[src/rtl/hamming_block_decoder.sv]
// Two-stage streaming decoder for per-nibble Hamming(7,4) protected words.
// Corrects one flipped bit per 4-bit block and keeps a saturating count of corrected words.
module hamming_block_decoder #(
    parameter int width       = 16,
    parameter int blocks      = width / 4,
    parameter int parity_bits = blocks * 3,
    parameter int cnt_width   = 16
) (
    input  logic                   clk,
    input  logic                   rst,
    input  logic                   in_valid,
    output logic                   in_ready,
    input  logic [width-1:0]       in_data,
    input  logic [parity_bits-1:0] in_parity,
    output logic                   out_valid,
    input  logic                   out_ready,
    output logic [width-1:0]       out_data,
    output logic [parity_bits-1:0] out_parity,
    output logic [blocks-1:0]      out_block_err,
    output logic                   out_corrected,
    output logic [cnt_width-1:0]   err_count,
    input  logic                   clear_count
);

    logic                   s1_valid;
    logic [width-1:0]       s1_data;
    logic [parity_bits-1:0] s1_parity;
    logic [parity_bits-1:0] s1_syn;

    logic                   s1_load;
    logic                   s2_load;
    logic [parity_bits-1:0] in_syn;
    logic [width-1:0]       corr_data;
    logic [parity_bits-1:0] corr_parity;
    logic [blocks-1:0]      block_err;

    // Returns {p2, p1, p0} for one data nibble.
    function automatic logic [2:0] calc_parity(input logic [3:0] d);
        return {d[0] ^ d[2] ^ d[3], d[0] ^ d[1] ^ d[3], d[0] ^ d[1] ^ d[2]};
    endfunction

    assign s2_load  = !out_valid || out_ready;
    assign s1_load  = !s1_valid || s2_load;
    assign in_ready = s1_load;

    always_comb begin
        in_syn = '0;
        for (int i = 0; i < blocks; i++) begin
            in_syn[i*3 +: 3] = in_parity[i*3 +: 3] ^ calc_parity(in_data[i*4 +: 4]);
        end
    end

    always_ff @(posedge clk) begin
        if (rst) begin
            s1_valid  <= 1'b0;
            s1_data   <= '0;
            s1_parity <= '0;
            s1_syn    <= '0;
        end else if (s1_load) begin
            s1_valid <= in_valid;
            if (in_valid) begin
                s1_data   <= in_data;
                s1_parity <= in_parity;
                s1_syn    <= in_syn;
            end
        end
    end

    // Each syndrome names exactly one bit of its block to flip; blocks never interact.
    always_comb begin
        corr_data   = s1_data;
        corr_parity = s1_parity;
        block_err   = '0;
        for (int i = 0; i < blocks; i++) begin
            block_err[i] = |s1_syn[i*3 +: 3];
            case (s1_syn[i*3 +: 3])
                3'b111:  corr_data[i*4 + 0]   = ~s1_data[i*4 + 0];
                3'b011:  corr_data[i*4 + 1]   = ~s1_data[i*4 + 1];
                3'b101:  corr_data[i*4 + 2]   = ~s1_data[i*4 + 2];
                3'b110:  corr_data[i*4 + 3]   = ~s1_data[i*4 + 3];
                3'b001:  corr_parity[i*3 + 0] = ~s1_parity[i*3 + 0];
                3'b010:  corr_parity[i*3 + 1] = ~s1_parity[i*3 + 1];
                3'b100:  corr_parity[i*3 + 2] = ~s1_parity[i*3 + 2];
                default: ;
            endcase
        end
    end

    always_ff @(posedge clk) begin
        if (rst) begin
            out_valid     <= 1'b0;
            out_data      <= '0;
            out_parity    <= '0;
            out_block_err <= '0;
            out_corrected <= 1'b0;
        end else if (s2_load) begin
            out_valid <= s1_valid;
            if (s1_valid) begin
                out_data      <= corr_data;
                out_parity    <= corr_parity;
                out_block_err <= block_err;
                out_corrected <= |block_err;
            end
        end
    end

    // Clear wins over a simultaneous corrected transfer.
    always_ff @(posedge clk) begin
        if (rst || clear_count) begin
            err_count <= '0;
        end else if (out_valid && out_ready && out_corrected && !(&err_count)) begin
            err_count <= err_count + cnt_width'(1);
        end
    end

endmodule

[config.mk]
export PLATFORM = sky130hd
export DESIGN_NAME = hamming_block_decoder
export DESIGN_NICKNAME = d
export VERILOG_FILES = /design/src/rtl/hamming_block_decoder.sv
export SDC_FILE = /design/constraint.sdc
export NUM_CORES = 1
export LEC_CHECK = 0
export CORE_MARGIN = 2
export CORE_UTILIZATION = 40
export DETAILED_ROUTE_END_ITERATION = 16
export PLACE_DENSITY = 0.63
export RECOVER_POWER = 25
export SLEW_MARGIN = 20
export SYNTH_ARGS = -nofsm -noshare
export SYNTH_HDL_FRONTEND = slang
export SYNTH_SLANG_ARGS = --single-unit
[constraint.sdc]
create_clock -name clk -period 2.13 [get_ports clk]
set_clock_uncertainty 0.1 [all_clocks]
set_input_delay 0.5325 -clock clk [delete_from_list [all_inputs] [get_ports clk]]
set_output_delay 0.5325 -clock clk [all_outputs]
set_load 0.01 [all_outputs]
==> flow_metrics.tcl <==
set metrics [dict create \
    worst-endpoint-required_ns 1.50 \
    cp_top_family "buffers and inverters" \
    final_max_slew_viol_count 0 \
    synth_ff_type "dfxtp_1" \
    syn_avg_cell_area_um2 8.44 \
    num_rows 37 \
    synth_most_common_cell "dfxtp_1" \
    grt_util_met3_pct 5.23 \
    grt-ovfl-total 0 \
    timing.fmax_ghz 0.487 \
    die_w_um 107 \
    setup_viol_count_final 0 \
    first_global_vias 3271 \
    final_area_um2 5370 \
    grtUsageTotal_pct 16.8 \
    async_flop_share_pct 0 \
    grt_pass1_wl_um 15400 \
    end_kind "primary output" \
    status "complete, no violations" \
    nets 602 \
    min_path_type "reg2reg" \
    post_drt_wl_per_cell_um 13.2 \
    clk-insertion-delay-late_ns 0.35 \
    synth_top_area_share_pct 43.2 \
    hold_slack_ns 0.367 \
    crit_fanout 7 \
    die_area_um2 11400 \
    drtIter0Drc 165 \
    io_pins 84 \
    die_height_um 107 \
    dr_total_vias 3598 \
    core_um2 10300 \
    busiest_layer "met2" \
    fin_ws_ns 0.0783 \
    cts.htree.levels 3 \
    fin_util_pct 52.3 \
    rsz0062_at_grt "no" \
    drive_above_1_share_pct 6.63 \
    synthCells 499 \
    yosysSeqAreaShare_pct 43.2 \
    postCtsSetupRepairBufs 0 \
    cts.path.max_buffers 2 \
    start_util_pct 41.0 \
    final.setup.tns_ns 0 \
    hold_viol 0 \
    worstSetupStartpointType "flop" \
    fin_crit_sh_pct 96.3 \
    cts_root_buf "clkbuf_8" \
    ys_top_cells_by_count "91 x dfxtp_1, 75 x nand2_1, 56 x nor2_1" \
    port-buffer-count 83 \
    leakagePower_nw 1.85 \
    yosys.area.top_type "dfxtp_1" \
    syn_nets 533 \
    viasPerCell 5.07 \
    syn_area_um2 4210 \
    synth_edf_count 0 \
    slew_headroom_pct 57.6 \
    numCtsBuffers 9 \
    min_period_ns 2.05 \
    hpwl_um 6730 \
    power_density_nw_per_um2 684 \
    place_ws_ns -0.252 \
    crit_type "reg2out" \
    antenna_found_initial 0 \
    clock-sinks 91 \
    use_met1_pct 21.4 \
    synth_area_leaders "dfxtp_1 43%, a211oi_1 7.5%, nand2_1 6.7%" \
    layout-area-overhead-vs-synth_pct 27.5 \
    cp_num_buf_inv 1 \
    worstMarginPinSlew_ns 0.636 \
    gp_congestion 0.901 \
    cp_cell_sequence "clkdlybuf4s50_1" \
    vdd_drop_max_mv 0.358 \
    arrival_ns 1.42 \
    firstDrtPassIters 4 \
    slowest_stage "clkdlybuf4s50_1" \
    slowest_delay_ns 0.59 \
    placed_area_um2 5200 \
    routed_wirelength_um 9390 \
    grt_max_degree 60 \
    antennaDiodeCount 0 \
    postRouteAntennaNets 0 \
    cts_tree "done" \
    use_met2_pct 27.7 \
    ys_types 41 \
    ys_ff_latch 91 \
    drc 0 \
    cap_viol_max_count 0 \
    ys_warn_count 0 \
    clk_pin_slew_ns 0.09 \
]
==> worst paths after layout <==
kind	startpoint	endpoint	slack, ns	cells past startpoint
setup / recovery	err_count[6]	err_count[6]	0.08	1
hold reg to reg	s1_valid	out_valid	0.37	2
hold / removal	s1_valid	out_valid	0.37	2
setup reg to reg	err_count[13]	err_count[3]	0.26	5
==> stage by stage <==
stage	total power [mW]	std cells
detailed placement	2.55	693
floorplan	2.29	499
finish	3.67	709
global route	3.86	709
CTS	3.73	709
global placement	2.54	693
==> placed cells by master, fill, tap and decap left out, drive strengths merged, types with 10 or more instances in the layout <==
cell	synthesis	routed
xor2	26	26
xnor2	32	32
a21oi	42	42
a211oi	42	42
buf	12	14
nor3b	10	10
dfxtp	91	91
nor2	56	56
nand2	75	75
clkbuf	28	16
clkdlybuf4s50	0	81
==> repair_timing <==
item                                    CTS  global route
cloned                                    0             0
hold buffers                              0             0
gates resized for setup                   2             1
endpoints found under the setup margin    1             1
==> kinds of logic after synthesis <==
group           synth area share (%)
compound gates                  15.5
xor+xnor                        12.1
fa+ha+maj                      0.297
buf+inv                         4.36
flops                           43.2
mux                            0.713
simple gates                    23.8
==> state kept, by name (all words and copies together), names as in the netlist <==
name / cells
out_block_err: 4
out_corrected: 1
s1_valid: 1
out_valid: 1
out_parity: 12
s1_data: 16
s1_parity: 12
out_data: 16
s1_syn: 12
err_count: 16
==> worst min-delay path, delay by kind of cell (launching register included) <==
family | cells | cell delay (ns)
AOI/OAI and AO/OA | 1 | 0.05
buffers and inverters | 1 | 0.06
DFF | 1 | 0.33
==> report_power, final <==
part	total [mW]	switching (mW)	internal, mW
Combinational	0.591	0.276	0.315
Sequential	1.90	0.102	1.80
Clock	1.18	0.596	0.582
==> metal layers <==
layer	wire, um	vias up
met2	4390	89
met4	59	0
met5	0	-
met3	526	4
li1	-	1864
met1	4420	1641
==> final cells by class <==
| class | instances | area (um^2) |
|---|---|---|
| Fill cell | 1002 | 4900 |
| Multi-Input combinational cell | 366 | 2210 |
| Sequential cell | 91 | 1820 |
| Timing Repair Buffer | 98 | 967 |
| Tap cell | 136 | 170 |
| Clock buffer | 13 | 149 |
| Clock inverter | 3 | 47.5 |
| Inverter | 2 | 7.51 |
No activity file was read; power rests on OpenSTA's default activity.
